## config.mk

```make
export PLATFORM = sky130hd
export DESIGN_NAME = uart_tx_arbiter_flat
export DESIGN_NICKNAME = d
export VERILOG_FILES = /design/src/rtl/uart_tx_arbiter_if.sv /design/src/rtl/uart_tx_arbiter.sv /design/src/flat_wrapper.sv
export SDC_FILE = /design/constraint.sdc
export NUM_CORES = 1
export LEC_CHECK = 0
export ABC_AREA = 1
export CAP_MARGIN = 10
export CORE_UTILIZATION = 25
export DETAILED_ROUTE_END_ITERATION = 8
export SLEW_MARGIN = 30
export SYNTH_ARGS = -nofsm -noshare
export SYNTH_HDL_FRONTEND = slang
export SYNTH_SLANG_ARGS = --single-unit
```

## constraint.sdc

```tcl
create_clock -name clk -period 2.5 [get_ports clk]
set_input_delay 0.375 -clock clk [delete_from_list [all_inputs] [get_ports clk]]
set_output_delay 0.375 -clock clk [all_outputs]
set_load 0.01 [all_outputs]
```

## src/rtl/uart_tx_arbiter_if.sv

```systemverilog
// ---------------------------------------------------------------------------
// uart_tx_arbiter_if
// Bundles the requester side and the transmitter side of the UART TX arbiter.
//   req       requester -> arbiter  per-requester transmit request (level)
//   req_data  requester -> arbiter  byte for requester i at [i*N +: N]
//   ack       arbiter -> requester  one-cycle pulse, byte i finished
//   err       arbiter -> requester  one-cycle pulse, transfer i timed out
//   busy      arbiter -> requester  high whenever the arbiter is not idle
//   grant_id  arbiter -> requester  current / last granted requester
//   tx_start  arbiter -> UART TX    start strobe
//   tx_din    arbiter -> UART TX    byte to send
//   tx_done   UART TX -> arbiter    completion pulse
// Modport slave is the arbiter, modport master is its environment.
// ---------------------------------------------------------------------------
interface uart_tx_arbiter_if #(
    parameter int N    = 8,
    parameter int NREQ = 4
);
    logic [NREQ-1:0]   req;
    logic [NREQ*N-1:0] req_data;
    logic [NREQ-1:0]   ack;
    logic [NREQ-1:0]   err;
    logic              busy;
    logic [1:0]        grant_id;
    logic              tx_start;
    logic [N-1:0]      tx_din;
    logic              tx_done;

    modport slave (
        input  req, req_data, tx_done,
        output ack, err, busy, grant_id, tx_start, tx_din
    );

    modport master (
        output req, req_data, tx_done,
        input  ack, err, busy, grant_id, tx_start, tx_din
    );
endinterface

```

## src/rtl/uart_tx_arbiter.sv

```systemverilog
// ---------------------------------------------------------------------------
// uart_tx_arbiter
// Round-robin arbiter that lets four requesters share one UART transmitter.
// One byte is in flight at a time: IDLE -> START -> WAIT -> ACK -> IDLE.
// A transfer that sees no tx_done within TIMEOUT cycles is abandoned with an
// err pulse to its requester.
// Ports:
//   clk  rising-edge clock
//   rst  synchronous, active-high reset
//   bus  uart_tx_arbiter_if.slave (req/req_data/ack/err/busy/grant_id,
//        tx_start/tx_din/tx_done)
// ---------------------------------------------------------------------------
module uart_tx_arbiter #(
    parameter int N       = 8,
    parameter int NREQ    = 4,
    parameter int TIMEOUT = 65535
) (
    input  logic              clk,
    input  logic              rst,
    uart_tx_arbiter_if.slave  bus
);
    localparam int CW = (TIMEOUT > 0) ? $clog2(TIMEOUT + 1) : 1;
    localparam logic [CW-1:0] CNT_MAX = CW'(TIMEOUT);

    localparam logic [1:0] S_IDLE  = 2'd0;
    localparam logic [1:0] S_START = 2'd1;
    localparam logic [1:0] S_WAIT  = 2'd2;
    localparam logic [1:0] S_ACK   = 2'd3;

    logic [1:0]      r_state;
    logic [1:0]      r_last_grant;
    logic [1:0]      r_grant_id;
    logic [N-1:0]    r_tx_din;
    logic [CW-1:0]   r_cnt;
    logic [NREQ-1:0] r_err;

    logic            w_found;
    logic [1:0]      w_winner;
    logic [1:0]      w_idx;
    logic [CW-1:0]   w_cnt_inc;
    logic [NREQ-1:0] w_grant_onehot;

    // Saturating increment: the wait counter sticks at its maximum.
    function automatic logic [CW-1:0] sat_inc(input logic [CW-1:0] v);
        return (v == CNT_MAX) ? v : v + CW'(1);
    endfunction

    // Search last_grant+1 .. last_grant+4 (mod 4); the first asserted
    // request wins, so the previous winner is considered last.
    always_comb begin
        w_found  = 1'b0;
        w_winner = r_last_grant;
        w_idx    = r_last_grant;
        for (int k = 1; k <= 4; k++) begin
            w_idx = r_last_grant + 2'(k);
            if (!w_found && bus.req[w_idx]) begin
                w_found  = 1'b1;
                w_winner = w_idx;
            end
        end
    end

    assign w_cnt_inc      = sat_inc(r_cnt);
    assign w_grant_onehot = NREQ'(1) << r_grant_id;

    always_ff @(posedge clk) begin
        if (rst) begin
            r_state      <= S_IDLE;
            r_last_grant <= 2'd3;
            r_grant_id   <= 2'd0;
            r_tx_din     <= '0;
            r_cnt        <= '0;
            r_err        <= '0;
        end else begin
            r_err <= '0;
            case (r_state)
                S_IDLE: begin
                    if (w_found) begin
                        // Byte is captured here so later req_data changes
                        // cannot disturb the transfer in progress.
                        r_tx_din     <= bus.req_data[w_winner*N +: N];
                        r_grant_id   <= w_winner;
                        r_last_grant <= w_winner;
                        r_cnt        <= '0;
                        r_state      <= S_START;
                    end
                end
                S_START: r_state <= S_WAIT;
                S_WAIT: begin
                    if (bus.tx_done) begin
                        r_state <= S_ACK;
                    end else begin
                        r_cnt <= w_cnt_inc;
                        if (w_cnt_inc == CNT_MAX) begin
                            // err is registered so it appears in the IDLE
                            // cycle following the last WAIT cycle.
                            r_err   <= w_grant_onehot;
                            r_state <= S_IDLE;
                        end
                    end
                end
                S_ACK:   r_state <= S_IDLE;
                default: r_state <= S_IDLE;
            endcase
        end
    end

    assign bus.tx_start = (r_state == S_START);
    assign bus.ack      = (r_state == S_ACK) ? w_grant_onehot : '0;
    assign bus.err      = r_err;
    assign bus.busy     = (r_state != S_IDLE);
    assign bus.grant_id = r_grant_id;
    assign bus.tx_din   = r_tx_din;

endmodule

```

## src/flat_wrapper.sv

```systemverilog
// flat-port wrapper written by rule: the top's interface ports become plain ports
module uart_tx_arbiter_flat 
#(
    parameter int N       = 8,
    parameter int NREQ    = 4,
    parameter int TIMEOUT = 65535
)
  (clk, rst, bus_req, bus_req_data, bus_tx_done, bus_ack, bus_err, bus_busy, bus_grant_id, bus_tx_start, bus_tx_din);
  uart_tx_arbiter_if #(.N(N), .NREQ(NREQ)) bus_i ();
  input  logic clk;
  input  logic rst;
  input wire logic [$bits(bus_i.req)-1:0] bus_req;
  input wire logic [$bits(bus_i.req_data)-1:0] bus_req_data;
  input wire logic [$bits(bus_i.tx_done)-1:0] bus_tx_done;
  output wire logic [$bits(bus_i.ack)-1:0] bus_ack;
  output wire logic [$bits(bus_i.err)-1:0] bus_err;
  output wire logic [$bits(bus_i.busy)-1:0] bus_busy;
  output wire logic [$bits(bus_i.grant_id)-1:0] bus_grant_id;
  output wire logic [$bits(bus_i.tx_start)-1:0] bus_tx_start;
  output wire logic [$bits(bus_i.tx_din)-1:0] bus_tx_din;
  assign bus_i.req = bus_req;
  assign bus_i.req_data = bus_req_data;
  assign bus_i.tx_done = bus_tx_done;
  assign bus_ack = bus_i.ack;
  assign bus_err = bus_i.err;
  assign bus_busy = bus_i.busy;
  assign bus_grant_id = bus_i.grant_id;
  assign bus_tx_start = bus_i.tx_start;
  assign bus_tx_din = bus_i.tx_din;
  uart_tx_arbiter #(.N(N), .NREQ(NREQ), .TIMEOUT(TIMEOUT)) u_core (.clk(clk), .rst(rst), .bus(bus_i));
endmodule
```

==> results.sh, run 1 <==
export IMPL_hold_path_class="register to register"
export IMPL_r2r_start="u_core.r_cnt[0]"
export IMPL_drive_gt1_share_pct=7.025
export IMPL_synthDistinctLibCells=30
export IMPL_hpwl_um=5594
export IMPL_maxCapViolCount=0
export IMPL_vias=2794
export IMPL_fmax_ghz=0.4730
export IMPL_holdBufCountCts=0
export IMPL_nFillCells=1005
export IMPL_maxSlewHeadroom_pct=68.23
export IMPL_timing_setup_tns_ps=0
export IMPL_die_height_um=100.6
export IMPL_ant_nets=0
export IMPL_crit_arrival_ps=2340
export IMPL_detail_route_vias_per_cell=4.558
export IMPL_syn_to_final_growth_pct=33.92
export IMPL_gr_usage_all_layers_pct=15.21
export IMPL_diodes=0
export IMPL_multi_input_area_mm2=0.001528
export IMPL_cts_made_buffers=5
export IMPL_tightest_slew_ps=475.1
export IMPL_max_vdd_ir_drop_uv=448.2
export IMPL_drc_errors=0
export IMPL_yosysMostFrequentCell="nand2_1"
export IMPL_r2r_slack_ps=390
export IMPL_synth_top_area_share_pct=28.00
export IMPL_clock_path_buffers=2
export IMPL_powerDensity_mw_per_mm2=908.0
export IMPL_post_cts_repair_setup_buffers=0
export IMPL_synth_edf_count=0
export IMPL_overflow=0
export IMPL_gp_congestion=0.9733
export IMPL_drt_wl_total_um=7140
export IMPL_cts_resized=0
export IMPL_drtIter0Drc=176
export IMPL_cts_root_buffer="clkbuf_8"
export IMPL_cts_htree_levels=2
export IMPL_rr_endpoint="u_core.bus.err[0]"
export IMPL_syn_area_per_cell_um2=5.734
export IMPL_final_area_mm2=0.003256
export IMPL_final_max_slew_viol_count=0
export IMPL_pin_count=59
export IMPL_worst_setup_path_type="register to register"
export IMPL_finClkSkew_ps=8.885
export IMPL_row_count=35
export IMPL_critPathRequiredTime_ps=2720
export IMPL_grt_max_degree=21
export IMPL_initial_core_util_pct=26.06
export IMPL_antenna_found_initial=0
export IMPL_die_w_um=100.6
export IMPL_drtPass1Iterations=4
export IMPL_final_seq_area_um2=680.7
export IMPL_yosysTopAreaCell="dfxtp_1"
export IMPL_netlist_instances=424
export IMPL_min_period_ps=2114
export IMPL_routedWlPerCell_um=11.65
export IMPL_synthArstFlopShare_pct=0
export IMPL_finalSetupViolCount=0
export IMPL_core_area_mm2=0.009328
export IMPL_ys_seq_area_share_pct=28.00
export IMPL_ys_top_cells_by_count="nand2_1 (164), nand3_1 (57), nor2_1 (52)"
export IMPL_hp_start="u_core.r_cnt[14]"
export IMPL_grt_pass1_vias=2603
export IMPL_synth_ff_type="dfxtp_1"
export IMPL_period_share_pct=84.56
export IMPL_grt_pass1_wl_um=12230
export IMPL_die_area_mm2=0.01012
export IMPL_synth_fp_nets=464
export IMPL_cts_tree="yes"
export IMPL_grt_setup_unrepaired="no"
export IMPL_ys_ff_latch=34
export IMPL_clk_pin_slew_worst_paths_ps=80
export IMPL_clk_insertion_delay_late_ps=290
export IMPL_synth_cell_area_mm2=0.002431
export IMPL_rr_worst_depth=11
export IMPL_clkSinkCount=34
export IMPL_dp_cells=605
export IMPL_status="finished, final reports clean"
export IMPL_numPortBuffers=58
export IMPL_power_leakage_nw=1.398
export IMPL_whs_path_depth=2
export IMPL_finalNonFillerCells=613
export IMPL_final_nets=523
export IMPL_startpoint_type="register"
export IMPL_whs_endpoint="u_core.r_cnt[14]"
export IMPL_synth_area_top_cells="dfxtp_1 (28%), nand2_1 (25%), nand3_1 (12%)"
export IMPL_crit_fanout=5
export IMPL_crit_path_end_kind="register"
export IMPL_synth_warnings=0
export IMPL_placed_area_mm2=0.003146
export IMPL_hold_viol=0
area by class of cell:
type                            count  share of cell area (%)
Tap cell                          129                   4.958
Multi-Input combinational cell    340                   46.93
Inverter                           36                   4.151
Sequential cell                    34                   20.91
Clock buffer                        8                   3.382
Timing Repair Buffer               66                   19.68
stage by stage:
| stage | util [%] | hold WS [ps] | power [mW] | setup WS [ps] |
|---|---|---|---|---|
| 2_1_floorplan | - | 466.2 | 2.039 | 756.0 |
| 6_report | 34.90 | 508.8 | 2.956 | 385.9 |
| 4_1_cts | 34.90 | 509.3 | 2.967 | 382.8 |
| 5_1_grt | 34.90 | 526.6 | 3.242 | 51.31 |
| 3_5_place_dp | 33.72 | 497.5 | 2.470 | 248.5 |
| 3_3_place_gp | 33.72 | 486.8 | 2.465 | 274.2 |
layer usage:
metal / GRT usage (%) / wire (um) / vias up / part of all wire, %
li1: - / - / 1478 / -
met5: 0 / 0 / - / 0
met3: 3.398 / 345 / 11 / 4.8
met2: 25.29 / 3229 / 67 / 45
met4: 4.459 / 113 / 0 / 1.6
met1: 19.66 / 3451 / 1238 / 48
registers in the layout (all words and copies together), names as in the netlist:
| name | flops |
|---|---|
| u_core.bus.err | 4 |
| u_core.bus.grant_id | 2 |
| u_core.r_cnt | 16 |
| u_core.r_state | 2 |
| u_core.bus.tx_din | 8 |
| u_core.r_last_grant | 2 |
logic make-up after synthesis:
group	after synthesis	share of synthesized area [%]
xor gates and xnor gates	5	1.802
buffers and inverters	50	9.161
AOI/OAI and AO/OA	39	9.007
and+or+nand+nor	295	51.52
DFF	34	28.00
adders and majority gates	1	0.5146
how the worst max path moves through the flow:
| stage | slack (ps) | startpoint | cells past startpoint | to |
|---|---|---|---|---|
| after floorplan | 760 | u_core.r_cnt[0] | 10 | u_core.bus.err[0] |
| after global placement | 270 | bus_req[1] | 13 | u_core.bus.tx_din[0] |
| after detailed placement | 250 | bus_req[1] | 15 | u_core.bus.tx_din[1] |
| after CTS | 380 | u_core.r_cnt[0] | 9 | u_core.bus.err[0] |
| after global routing | 50 | u_core.r_cnt[0] | 11 | u_core.bus.err[2] |
| final | 390 | u_core.r_cnt[0] | 11 | u_core.bus.err[0] |
power breakdown:
group / internal [mW] / leakage (nW) / switching (mW) / total, mW
Combinational: 0.645 / 1.06 / 1.08 / 1.72
Sequential: 0.637 / 0.278 / 0.110 / 0.747
Clock: 0.278 / 0.0575 / 0.206 / 0.484
Total: 1.56 / 1.40 / 1.40 / 2.96
worst max-delay path, stage by stage (launching register included):
cell and delay [ps]:
dfxtp_1 410, ha_1 310, nand2_1 100, nor2_2 180, nand2_1 120, nor2_1 150
nand3_1 80, nand2_1 130, nand3_1 110, nor2_1 120, nand4_1 200, nor2_1 140
cell usage in the layout, fill, tap and decap left out, drive strengths merged:
cell type	count
nand2	170
inv	36
nor3	1
buf	8
o21a	1
clkbuf	8
dfxtp	34
a211oi	1
xor2	3
xnor2	2
nand3	58
o21ai	11
nand4	8
a22oi	1
clkdlybuf4s50	58
a21oi	20
o211ai	3
nor2	58
o21bai	2
ha	1
Power figures use the tool's default switching activity.
==> run 2, diff against run 1 <==
==> constraint.sdc (replaced) <==
create_clock -name clk -period 2.1 [get_ports clk]
set_input_delay 0.315 -clock clk [delete_from_list [all_inputs] [get_ports clk]]
set_output_delay 0.315 -clock clk [all_outputs]
set_load 0.01 [all_outputs]
==> results.sh, run 2 (same netlist as run 1, synthesis figures left out) <==
export IMPL_antenna_found_initial=0
export IMPL_crit_path_end_kind="register"
export IMPL_power_frac_comb_pct=60.3
export IMPL_die_area_mm2=0.01012
export IMPL_totalPowerFinal_mw=3.787
export IMPL_crit_arrival_ps=2130
export IMPL_tightest_slew_ps=521.8
export IMPL_mostFrequentLayoutCells="nand2_1 (160), clkdlybuf4s50_1 (58), nand3_1 (55)"
export IMPL_clk_insertion_delay_late_ps=280
export IMPL_grt_max_degree=21
export IMPL_nFillCells=1001
export IMPL_gr_usage_all_layers_pct=15.92
export IMPL_max_vdd_ir_drop_uv=557.9
export IMPL_timing_setup_tns_ps=0
export IMPL_critPathRequiredTime_ps=2320
export IMPL_maxCapViolCount=0
export IMPL_die_w_um=100.6
export IMPL_initial_core_util_pct=26.06
export IMPL_gp_congestion=0.9290
export IMPL_p_switching_mw=1.694
export IMPL_core_area_mm2=0.009328
export IMPL_diodes=0
export IMPL_grt_pass1_vias=2852
export IMPL_crit_fanout=8
export IMPL_critPathLaunch="u_core.r_cnt[0]"
export IMPL_pin_count=59
export IMPL_powerDensity_mw_per_mm2=1047
export IMPL_cts_root_buffer="clkbuf_8"
export IMPL_grt_pass1_wl_um=12990
export IMPL_seqPwrFrac_pct=23.4
export IMPL_routedWlPerCell_um=11.76
export IMPL_syn_to_final_growth_pct=48.79
export IMPL_finalSetupViolCount=0
export IMPL_drc_errors=0
export IMPL_mostFrequentLayoutCell="nand2_1"
export IMPL_drtIter0Drc=160
export IMPL_drive_gt1_share_pct=16.02
export IMPL_final_nets=558
export IMPL_drtPass1Iterations=5
export IMPL_die_height_um=100.6
export IMPL_detail_route_vias_per_cell=4.606
export IMPL_hold_path_class="register to register"
export IMPL_final_seq_area_um2=684.4
export IMPL_clk_pin_slew_worst_paths_ps=70
export IMPL_row_count=35
export IMPL_drt_wl_total_um=7608
export IMPL_cts_made_buffers=5
export IMPL_startpoint_type="register"
export IMPL_dp_cells=639
export IMPL_fmax_ghz=0.5235
export IMPL_finalNonFillerCells=647
export IMPL_vias=2980
export IMPL_min_period_ps=1910
export IMPL_overflow=0
export IMPL_final_max_slew_viol_count=0
export IMPL_maxSlewHeadroom_pct=65.10
export IMPL_ant_nets=0
export IMPL_fin_hold_ws_ps=510.1
export IMPL_p_sw_share_pct=44.73
export IMPL_cts_tree="yes"
export IMPL_post_route_util_pct=38.78
export IMPL_p_int_mw=2.093
export IMPL_multi_input_area_mm2=0.001579
export IMPL_hold_viol=0
export IMPL_cts_htree_levels=2
export IMPL_regMostFlops="u_core.r_cnt"
export IMPL_clockPowerShare_pct=16.3
export IMPL_hp_start="u_core.r_cnt[15]"
export IMPL_status="finished, final reports clean"
export IMPL_clkSinkCount=34
export IMPL_largest_reg_flops=16
export IMPL_period_share_pct=90.96
export IMPL_numPortBuffers=58
export IMPL_r2r_start="u_core.r_cnt[0]"
export IMPL_worst_setup_path_type="register to register"
export IMPL_grt_setup_unrepaired="no"
export IMPL_power_leakage_nw=1.605
export IMPL_hpwl_um=6083
export IMPL_finClkSkew_ps=4.156
export IMPL_clock_path_buffers=2
[run 2: changes by cell type in the layout (fill, tap and decap cells not counted), moves of 3 or more]
cell	previous run	this run
nor2_2	6	9
nand2_1	164	160
buf_4	8	39
dfxtp_2	0	3
nand2_2	4	8
nor2_1	52	48
dfxtp_1	34	31
buf_12	0	3
[run 2: per-layer routing]
metal | wire [um] | track usage (%) | share of wire, % | vias up
li1 | - | - | - | 1540
met1 | 3528 | 20.78 | 46 | 1338
met2 | 3569 | 27.24 | 47 | 95
met3 | 458 | 3.051 | 6.0 | 7
met4 | 51 | 3.344 | 0.67 | 0
met5 | 0 | 0 | 0 | -
[run 2: power by group through the flow]
stage          clock network [mW]  logic [mW]  registers (mW)
2_1_floorplan                   0        1.55           0.879
3_3_place_gp                    0        2.28           0.895
3_5_place_dp                    0        2.29           0.892
4_1_cts                     0.632        2.30           0.881
5_1_grt                     0.659        2.57           0.904
6_report                    0.617        2.29           0.885
[run 2: final cells by class]
class | count | share of cell area (%)
multi-input cells | 340 | 43.65
repair buffers | 101 | 26.12
flip-flops and latches | 34 | 18.92
well taps | 129 | 4.462
inverters | 36 | 3.736
clock buffers | 6 | 2.283
clock inverters | 1 | 0.8302
[run 2: what timing repair did]
item | CTS | global route
setup buffers | 0 | 1
hold buffers | 0 | 0
resized for setup | 0 | 18
setup endpoints to repair | 0 | 30
[run 2: worst max-delay path, cell delays in order, from the launching register on]
cell and delay [ps]:
dfxtp_2 330, ha_2 190, nand2_1 60, nor2_2 130, buf_4 140, nand4_4 130, buf_6 170, nand2_1 70
nand2_1 80, nor3_2 180, nand4_1 210, nor2_1 150
[run 2: path summary, 6_finish.rpt]
kind	to	depth (start not counted)	slack [ps]
worst max-delay path	u_core.bus.err[0]	11	190
worst min-delay path	u_core.r_cnt[15]	2	510
worst max register to register	u_core.bus.err[0]	11	190
worst min register to register	u_core.r_cnt[15]	2	510
[run 2: per-stage QoR]
stage	area, um^2	setup slack [ps]
after floorplan	2431	356.0
after global placement	3438	-9.456
after detailed placement	3438	-49.75
after CTS	3551	119.2
after global routing	3617	2.355
final	3617	189.8
==> run 3, diff against run 2 <==
--- a/config.mk
+++ b/config.mk
@@ -7,8 +7,11 @@
 export LEC_CHECK = 0
 export ABC_AREA = 1
 export CAP_MARGIN = 10
+export CELL_PAD_IN_SITES_DETAIL_PLACEMENT = 0
+export CELL_PAD_IN_SITES_GLOBAL_PLACEMENT = 1
 export CORE_UTILIZATION = 25
 export DETAILED_ROUTE_END_ITERATION = 8
+export PLACE_DENSITY_LB_ADDON = 0.1
 export SLEW_MARGIN = 30
 export SYNTH_ARGS = -nofsm -noshare
 export SYNTH_HDL_FRONTEND = slang
==> results.sh, run 3 (same netlist as run 1, synthesis figures left out) <==
export IMPL_grt_pass1_vias=2924
export IMPL_drive_gt1_share_pct=17.11
export IMPL_finalSetupViolCount=0
export IMPL_initial_core_util_pct=26.06
export IMPL_fin_ws_ps=164.0
export IMPL_worst_setup_path_type="register to register"
export IMPL_drt_wl_total_um=7930
export IMPL_row_count=35
export IMPL_crit_fanout=4
export IMPL_detail_route_vias_per_cell=4.392
export IMPL_hpwl_um=6483
export IMPL_diodes=0
export IMPL_gr_usage_all_layers_pct=17.11
export IMPL_multi_input_area_mm2=0.001568
export IMPL_finalNonFillerCells=655
export IMPL_die_area_mm2=0.01012
export IMPL_critPathRequiredTime_ps=2320
export IMPL_final_seq_area_um2=684.4
export IMPL_status="finished, final reports clean"
export IMPL_clock_path_buffers=2
export IMPL_r2r_start="u_core.r_cnt[0]"
export IMPL_gp_congestion=0.8812
export IMPL_post_route_util_pct=39.26
export IMPL_final_max_slew_viol_count=0
export IMPL_dp_cells=645
export IMPL_clkSinkCount=34
export IMPL_post_place_ws_ps=-23.73
export IMPL_grt_pass1_wl_um=13580
export IMPL_cts_made_buffers=5
export IMPL_nFillCells=1056
export IMPL_maxSlewHeadroom_pct=66.44
export IMPL_vias=2877
export IMPL_crit_arrival_ps=2160
export IMPL_routedWlPerCell_um=12.11
export IMPL_hp_start="u_core.r_cnt[15]"
export IMPL_grt_max_degree=21
export IMPL_drtIter0Drc=82
export IMPL_holdBufCountCts=0
export IMPL_cts_root_buffer="clkbuf_8"
export IMPL_overflow=0
export IMPL_finClkSkew_ps=4.551
export IMPL_clk_pin_slew_worst_paths_ps=70
export IMPL_hold_path_class="register to register"
export IMPL_fmax_ghz=0.5165
export IMPL_grt_setup_unrepaired="no"
export IMPL_final_nets=566
export IMPL_regMostFlops="u_core.r_cnt"
export IMPL_startpoint_type="register"
export IMPL_mostFrequentLayoutCell="nand2_1"
export IMPL_power_leakage_nw=1.636
export IMPL_clk_insertion_delay_late_ps=290
export IMPL_antenna_found_initial=0
export IMPL_crit_path_end_kind="register"
export IMPL_critPathLaunch="u_core.r_cnt[0]"
export IMPL_mostFrequentLayoutCells="nand2_1 (161), clkdlybuf4s50_1 (58), nand3_1 (55)"
export IMPL_hold_viol=0
export IMPL_largest_reg_flops=16
export IMPL_drc_errors=0
export IMPL_cts_tree="yes"
export IMPL_maxCapViolCount=0
export IMPL_numPortBuffers=58
export IMPL_die_w_um=100.6
export IMPL_pin_count=59
export IMPL_drtPass1Iterations=4
export IMPL_max_vdd_ir_drop_uv=854.9
export IMPL_syn_to_final_growth_pct=50.64
export IMPL_die_height_um=100.6
export IMPL_core_area_mm2=0.009328
export IMPL_cts_htree_levels=2
export IMPL_totalPowerFinal_mw=3.840
export IMPL_period_share_pct=92.19
export IMPL_ant_nets=0
export IMPL_powerDensity_mw_per_mm2=1049
export IMPL_min_period_ps=1936
export IMPL_tightest_slew_ps=501.8
-- run 3: metal layers --
| metal | global-route usage [%] | up-vias | part of all wire [%] |
|---|---|---|---|
| met3 | 2.705 | 8 | 2.9 |
| met2 | 32.40 | 53 | 51 |
| met5 | 0 | - | 0 |
| li1 | - | 1552 | - |
| met1 | 19.53 | 1264 | 45 |
| met4 | 5.240 | 0 | 1.3 |
-- run 3: layout make-up --
type                    count  share of cell area (%)
well taps                 129                   4.407
repair buffers            109                   27.33
flip-flops and latches     34                   18.69
clock inverters             1                  0.8200
clock buffers               6                   2.255
inverters                  36                   3.690
multi-input cells         340                   42.81
-- run 3: report_power, final --
group          leakage, nW  internal (mW)  total (mW)  switching, mW
clock network       0.0573          0.380       0.625          0.245
logic                 1.30          0.988        2.34           1.35
registers            0.279          0.761       0.876          0.115
total                 1.64           2.13        3.84           1.71
-- run 3: final timing paths --
| kind | end | slack [ps] | cells after the start |
|---|---|---|---|
| setup / recovery | u_core.bus.err[2] | 160 | 11 |
| hold / removal | u_core.r_cnt[15] | 510 | 2 |
| setup reg to reg | u_core.bus.err[2] | 160 | 11 |
| hold reg to reg | u_core.r_cnt[15] | 510 | 2 |
-- run 3: worst max-delay path, cell delays in order (launching register included) --
cell and delay, ps:
dfxtp_2 350, ha_2 180, nand2_1 60, nor2_2 120
buf_4 120, nand4_2 110, buf_4 170, nand2_1 70
nand2_1 120, nor3_2 190, nand4_1 220, nor2_1 150
-- run 3: metrics by stage --
stage | hold slack (ps) | instance area [um^2] | setup TNS [ps]
floorplan | 466.2 | 2431 | 0
global placement | 491.2 | 3483 | -96.54
detailed placement | 496.0 | 3483 | -82.09
CTS | 507.2 | 3596 | 0
global route | 530.6 | 3662 | 0
finish | 512.5 | 3662 | 0
-- run 3: what timing repair did --
action	CTS	global route
resized for setup	0	15
setup buffers	0	3
setup endpoints to repair	0	33
